**config.mk**
```make
export PLATFORM = sky130hd
export DESIGN_NAME = i2s_tx
export DESIGN_NICKNAME = d
export VERILOG_FILES = /design/src/rtl/i2s_tx.sv
export SDC_FILE = /design/constraint.sdc
export NUM_CORES = 1
export LEC_CHECK = 0
export CAP_MARGIN = 20
export CORE_UTILIZATION = 50
export DETAILED_ROUTE_END_ITERATION = 7
export GPL_TIMING_DRIVEN = 0
export PLACE_DENSITY = 0.72
export SKIP_CTS_REPAIR_TIMING = 1
export SYNTH_ARGS = -nofsm -noshare
export SYNTH_HDL_FRONTEND = slang
export SYNTH_SLANG_ARGS = --single-unit
```
**constraint.sdc**
```tcl
create_clock -name clk -period 3.2 [get_ports clk]
set_input_delay 0.48 -clock clk [delete_from_list [all_inputs] [get_ports clk]]
set_output_delay 0.48 -clock clk [all_outputs]
set_load 0.02 [all_outputs]
```
**src/rtl/i2s_tx.sv**
```systemverilog
// I2S transmitter: accepts stereo sample pairs over valid/ready, serializes them
// left-first, MSB-first with a one-bclk delay bit, and repeats the last pair on underrun.
module i2s_tx #(
   parameter int unsigned BIT_WIDTH = 24,
   parameter int unsigned SLOT_BITS = 32,
   parameter int unsigned BCLK_DIV  = 4
) (
   input  logic                 clk,
   input  logic                 reset,
   input  logic [BIT_WIDTH-1:0] l_data,
   input  logic [BIT_WIDTH-1:0] r_data,
   input  logic                 in_valid,
   output logic                 in_ready,
   output logic                 bclk,
   output logic                 lrclk,
   output logic                 sdata,
   output logic                 underrun
);

   localparam int unsigned FRAME_BITS = 2 * SLOT_BITS;
   localparam int unsigned BC_W       = $clog2(FRAME_BITS);
   localparam int unsigned DIV_W      = (BCLK_DIV > 1) ? $clog2(BCLK_DIV) : 1;

   localparam logic [DIV_W-1:0] DIV_LAST = DIV_W'(BCLK_DIV - 1);
   localparam logic [BC_W-1:0]  BC_LAST  = BC_W'(FRAME_BITS - 1);
   localparam logic [BC_W-1:0]  SLOT     = BC_W'(SLOT_BITS);

   logic [DIV_W-1:0]     div_cnt;
   logic [BC_W-1:0]      bit_cnt;
   logic [BC_W-1:0]      bc_next;
   logic [BC_W-1:0]      pos;
   logic                 div_wrap;
   logic                 fall_evt;
   logic                 frame_load;
   logic                 lr_next;
   logic                 bit_next;
   logic                 hold_full;
   logic [BIT_WIDTH-1:0] hold_l;
   logic [BIT_WIDTH-1:0] hold_r;
   logic [BIT_WIDTH-1:0] frame_l;
   logic [BIT_WIDTH-1:0] frame_r;
   logic [BIT_WIDTH-1:0] sample;
   logic [BIT_WIDTH:0]   shifted;

   assign in_ready   = ~hold_full;
   assign div_wrap   = (div_cnt == DIV_LAST);
   assign fall_evt   = div_wrap & bclk;
   assign bc_next    = (bit_cnt == BC_LAST) ? '0 : bit_cnt + 1'b1;
   assign frame_load = fall_evt & (bc_next == '0);
   assign lr_next    = (bc_next >= SLOT);
   assign pos        = lr_next ? bc_next - SLOT : bc_next;
   assign sample     = lr_next ? frame_r : frame_l;

   // Shifting {0,sample} left by the slot position puts sample[BIT_WIDTH-p] on the
   // top bit; p=0 yields the leading 0 delay bit and p>BIT_WIDTH shifts in 0 padding.
   always_comb begin
      shifted  = {1'b0, sample} << pos;
      bit_next = shifted[BIT_WIDTH];
   end

   always_ff @(posedge clk or posedge reset) begin
      if (reset) begin
         div_cnt <= '0;
         bclk    <= 1'b0;
      end else if (div_wrap) begin
         div_cnt <= '0;
         bclk    <= ~bclk;
      end else begin
         div_cnt <= div_cnt + 1'b1;
      end
   end

   always_ff @(posedge clk or posedge reset) begin
      if (reset) begin
         bit_cnt <= BC_LAST;
         lrclk   <= 1'b0;
         sdata   <= 1'b0;
      end else if (fall_evt) begin
         bit_cnt <= bc_next;
         lrclk   <= lr_next;
         sdata   <= bit_next;
      end
   end

   always_ff @(posedge clk or posedge reset) begin
      if (reset) begin
         frame_l  <= '0;
         frame_r  <= '0;
         underrun <= 1'b0;
      end else begin
         underrun <= frame_load & ~hold_full;
         if (frame_load && hold_full) begin
            frame_l <= hold_l;
            frame_r <= hold_r;
         end
      end
   end

   // A load takes priority; a capture on a load edge with holding empty lands for the next frame.
   always_ff @(posedge clk or posedge reset) begin
      if (reset) begin
         hold_l    <= '0;
         hold_r    <= '0;
         hold_full <= 1'b0;
      end else if (frame_load && hold_full) begin
         hold_full <= 1'b0;
      end else if (in_valid && !hold_full) begin
         hold_l    <= l_data;
         hold_r    <= r_data;
         hold_full <= 1'b1;
      end
   end

endmodule
```
* Word level (Yosys, flattened, before mapping) *
Cells that the tools add are included.

word-level totals
  memory bits (writable) = 0
  memories = 0
  output and inout port bits = 5
  word-level logic and storage cells = 36
  input port bits = 51
  bits in latches = 0
  memory bits (read-only) = 0
  register bits = 109

cells by class
  magnitude comparators = 1
  add/subtract/negate cells = 3
  shift-type cells = 1
  div/mod/pow operators = 0
  reductions and logical operators = 6
  equal/unequal tests = 2
  multiplexer cells = 6
  multipliers = 0
  bitwise gates (word level) = 6

operators by type and width
  operator                                                        number
  24-bit by 6-bit left shift with 25-bit output                   1
  24-bit 2-to-1 mux                                               1
  6-bit 2-to-1 mux                                                2
  6-bit by 1-bit adder with 6-bit output (second input constant)  1
  6-bit equality test (second input constant)                     1
  6-bit >= comparator (second input constant)                     1
  6-bit logical NOT                                               1
  6-bit subtractor (second input constant)                        1
  1-bit bitwise AND                                               3
  1-bit inverter                                                  3
  2-bit by 1-bit adder with 2-bit output (second input constant)  1
  2-bit equality test (second input constant)                     1
  1-bit logical AND                                               2
  1-bit 2-to-1 mux                                                2
  2-bit 2-to-1 mux                                                1
  2-bit AND reduction                                             1
  2-bit nonzero test                                              1
  1-bit logical NOT                                               1

* Longest topological paths before layout *
  depth in word-level cells = 7
  gate-level depth with buffers = 11
  gate-level depth less buffers = 8

* Worst setup path after synthesis *
OpenSTA, ideal clock, no wires.

  path type = register to register
  start point = reg bit_cnt[0]
  end point = reg frame_l[18]
  data required time = 3,075 ps
  slack = 790 ps
  stages on the path, launching flop included = 12
  arrival time = 2,285 ps
  buffers on the path = 4
  period minus slack after synthesis = 2,410 ps
  setup time = 125 ps
  cell sequence = dfstp_2 ha_1 buf_2 a31oi_1 o21ai_1 o21ai_1 nor2_1 and4_1 buf_4 buf_6 buf_12 mux2_4

on the way
  word-level cells in the longest chain between the ends = 5
  elaborated cells on any way between the ends = 6
  classes of those cells = 1 x add/sub; 1 x eq/ne; 1 x mux; 1 x bitwise; 2 x reduce/logical

ends and longest elaborated chain
  item                                                                                  line  text
  from (decl)                                                                           29    logic [BC_W-1:0] bit_cnt;
  from (signal assigned)                                                                79    bit_cnt <= bc_next;
  6-bit by 1-bit adder with 6-bit output / 6-bit equality test (equally long branches)  48    assign bc_next = (bit_cnt == BC_LAST) ? '0 : bit_cnt + 1'b1;
  6-bit 2-to-1 mux *                                                                    48
  6-bit logical NOT *                                                                   49    assign frame_load = fall_evt & (bc_next == '0);
  1-bit bitwise AND *                                                                   49
  1-bit logical AND *                                                                   92    if (frame_load && hold_full) begin
  to (signal assigned)                                                                  93    frame_l <= hold_l;
  to (decl)                                                                             40    logic [BIT_WIDTH-1:0] frame_l;

Every way passes the cells marked *; elsewhere a longest branch is shown, timed or not.
A chain may end at the register's enable or synchronous reset.

* Worst setup path in the final report *
  start point = reg bit_cnt[0]
  end point = reg sdata

on the way
  word-level cells in the longest chain between the ends = 5
  elaborated cells on any way between the ends = 8
  classes of those cells = 2 x add/sub; 1 x order compare; 1 x eq/ne; 1 x shift; 3 x mux

ends and longest elaborated chain
  item                                                                                  line    text
  6-bit by 1-bit adder with 6-bit output / 6-bit equality test (equally long branches)  48
  6-bit 2-to-1 mux *                                                                    48
  6-bit subtractor / 6-bit >= comparator (equally long branches)                        51, 50
  6-bit 2-to-1 mux / 24-bit 2-to-1 mux (equally long branches)                          51, 52
  24-bit by 6-bit left shift with 25-bit output *                                       57      shifted = {1'b0, sample} << pos;
  to (signal assigned)                                                                  81      sdata <= bit_next;
  to (decl)                                                                             16      output logic sdata,

Marked as above.

==> run summary <==
Die X-Extent = 100 µm
worst-margin pin slew = 0.862 ns
clock buffer depth = 2
Worst Setup End Kind = flip-flop
Leak = 2.64 nW
synthesized area per cell = 13.5 µm²
Place WS = 0.314 ns
Cells after Synth = 360
Port Buf Inserts = 55
clk slew on worst S/H paths = 0.11 ns
worst path cell trace = ha_1 > buf_2 > xor2_1 > and3_1 > a221oi_1 > a211oi_1 > a31oi_1 > o221a_1
TritonCTS clock tree = yes
worst endpoint data arrival time = 3.15 ns
Setup Viol. Count Final = 0
worst setup slack after layout = 0.323 ns
Initial Util = 52.0%
DR vias/cell = 5.40
R2R setup slack = 0.32 ns
total negative slack = 0 ns
pwr/cell area = 441 nW/µm²
register area share after synthesis = 56.4%
# clock sinks = 109
# DRC = 0
FMAX = 348 MHz
Avg WL per Cell = 17.2 µm
Worst R2R Start = bit_cnt[0]$_DFFE_PP1P_
via count = 3036
crit path max-delay cell type = dfstp_2
overall power = 2.58 mW
Worst VDD drop = 0.000238 V
Worst Path Max Fanout = 10
Synth area leader = dfrtp_1
Ant. Diodes = 0
post-synthesis cell type count = 47
Crit Path Category = flip-flop to flip-flop
HP Class = flip-flop to flip-flop
worst rel slew slack = 42.1%
Final min period = 2.88 ns
worst hold path cell count = 1
H-tree depth = 3
commonest cells after routing, fill and taps aside = dfrtp_1, mux2_2, clkdlybuf4s50_1, nand2_1, mux2_4
Synth top area share = 53.2%
EDFF count, synth = 0
syn_nets = 414
vias in the first global route = 2998
clk root buf = clkbuf_8
cell area after synthesis = 4850 µm²
die height = 100 µm
Final GP Congestion = 0.864
status = completed
CP peak stage delay = 0.66 ns
Synth area leaders = dfrtp_1, mux2_2, dfstp_2, mux2_4, nand2_1
CP Launch Type = flip-flop
r2r worst-path depth = 8
# Max-Cap Violations = 0
Num CTS Buffers = 9
Seq cells post-synth = 109
fill count = 757
drt first pass iters = 4
share of cells above drive strength 1 = 33.0%
DRT antenna net count = 0
Final Max Tran Viols = 0
io pins = 56
antenna violations before repair = 0
Synthesis Warnings = 0
fin crit share = 89.9%
first-pass GRT wire length = 15.4 mm
share of flip-flops with an asynchronous set or reset after synthesis = 100%
Core Region = 9330 µm²
final net count = 482
total wire length = 9.67 mm
end of the worst register-to-register path = sdata$_DFFE_PP0P_
die area = 10100 µm²
# rows = 35
Remaining Overflow, GRT = 0
clock insertion delay at the later pin of the skew report = 0.39 ns
most common cell after layout, fill and taps aside = dfrtp_1
Clock Skew = 0.0176 ns
Final HPWL DP = 6.94 mm
area delta synth->final = 20.5%
RSZ-0062 raised after global routing = no
CP required = 3.48 ns
hold path start = div_cnt[0]$_DFF_PP0_
hold path endpoint = div_cnt[0]$_DFF_PP0_
Tot GR Track Use = 20.5%
Initial DRC Count = 97
Final Hold Viols = 0
top_reg_cell synth = dfrtp_1
largest net degree at the start of global routing = 43
## cell families (layout without fill, tap and decap cells)
kind of cell | count (synthesis) | count (layout) | synth area share [%]
AO/OA/AOI/OAI | 39 | 39 | 5.47
XOR/XNOR | 7 | 7 | 1.26
adder cells (fa/ha/maj) | 3 | 3 | 0.774
buffers and inverters | 24 | 97 | 3.20
flip-flops | 109 | 109 | 56.4
multiplexers | 107 | 107 | 25.6
AND/OR/NAND/NOR | 71 | 71 | 7.23
## cell usage after synthesis (all sizes together) (3+ instances only)
master  instances
a211oi          3
a21oi           8
a31oi           3
a32oi           3
and2            3
and3            4
buf            18
dfrtp         103
dfstp           6
ha              3
inv             4
mux2           97
mux2i           9
nand2          34
nand3           6
nand4           6
nor2            9
o21ai           9
o31ai           3
xnor2           3
xor2            4
## critical path: cells and delay by family (launching register included)
kind                     cells  cell delay, ns
AO/OA/AOI/OAI                4            0.86
flip-flops                   1            0.66
XOR/XNOR                     1            0.48
AND/OR/NAND/NOR              1            0.34
buffers and inverters        1            0.24
adder cells (fa/ha/maj)      1            0.19
## metal layers
metal | part of all wire, % | GRT usage (%) | vias to the layer above | wire [µm]
li1 | - | - | 1425 | -
met1 | 46 | 28.5 | 1516 | 4480
met2 | 47 | 31.6 | 83 | 4570
met3 | 4.7 | 4.09 | 12 | 450
met4 | 1.8 | 8.92 | 0 | 175
met5 | 0 | 0 | - | 0
## how the worst max path moves through the flow
stage | cells after the start | slack (ns) | endpoint | start
after CTS | 8 | 0.33 | sdata$_DFFE_PP0P_ | bit_cnt[0]$_DFFE_PP1P_
after floorplan | 11 | 0.79 | frame_l[18]$_DFFE_PP0P_ | bit_cnt[0]$_DFFE_PP1P_
after global routing | 8 | 0.15 | sdata$_DFFE_PP0P_ | bit_cnt[0]$_DFFE_PP1P_
after global placement | 5 | 0.35 | hold_r[11]$_DFFE_PP0P_ | in_valid
after detailed placement | 5 | 0.31 | hold_r[19]$_DFFE_PP0P_ | in_valid
final | 8 | 0.32 | sdata$_DFFE_PP0P_ | bit_cnt[0]$_DFFE_PP1P_
## through the flow
stage          instances  area, µm²  util [%]  hold WS (ns)
2_1_floorplan        360       4850         -         0.403
3_3_place_gp         544       5560      59.6         0.415
3_5_place_dp         546       5600      60.1         0.424
4_1_cts              562       5840      62.6         0.437
5_1_grt              562       5840      62.6         0.460
6_report             562       5840      62.6         0.432
## registers in the layout, summed over array words and instances (netlist names)
| register | flops |
|---|---|
| sdata | 1 |
| lrclk | 1 |
| hold_full | 1 |
| underrun | 1 |
| frame_l | 24 |
| div_cnt | 2 |
| frame_r | 24 |
| hold_l | 24 |
| bclk | 1 |
| bit_cnt | 6 |
| hold_r | 24 |
## cell type report
class / instances / area, µm² / area share [%]
Sequential cell: 109 / 2740 / 46.8
Multi-Input combinational cell: 227 / 1960 / 33.5
Timing Repair Buffer: 57 / 591 / 10.1
Tap cell: 129 / 161 / 2.76
Buffer: 20 / 140 / 2.40
Clock buffer: 9 / 124 / 2.12
Clock inverter: 7 / 115 / 1.97
Inverter: 4 / 18.8 / 0.321
## where the power goes
group          internal, mW  switching, mW
logic                 0.109         0.0503
registers              1.45         0.0379
clock network         0.400          0.533
No activity file was read; power rests on OpenSTA's default activity.
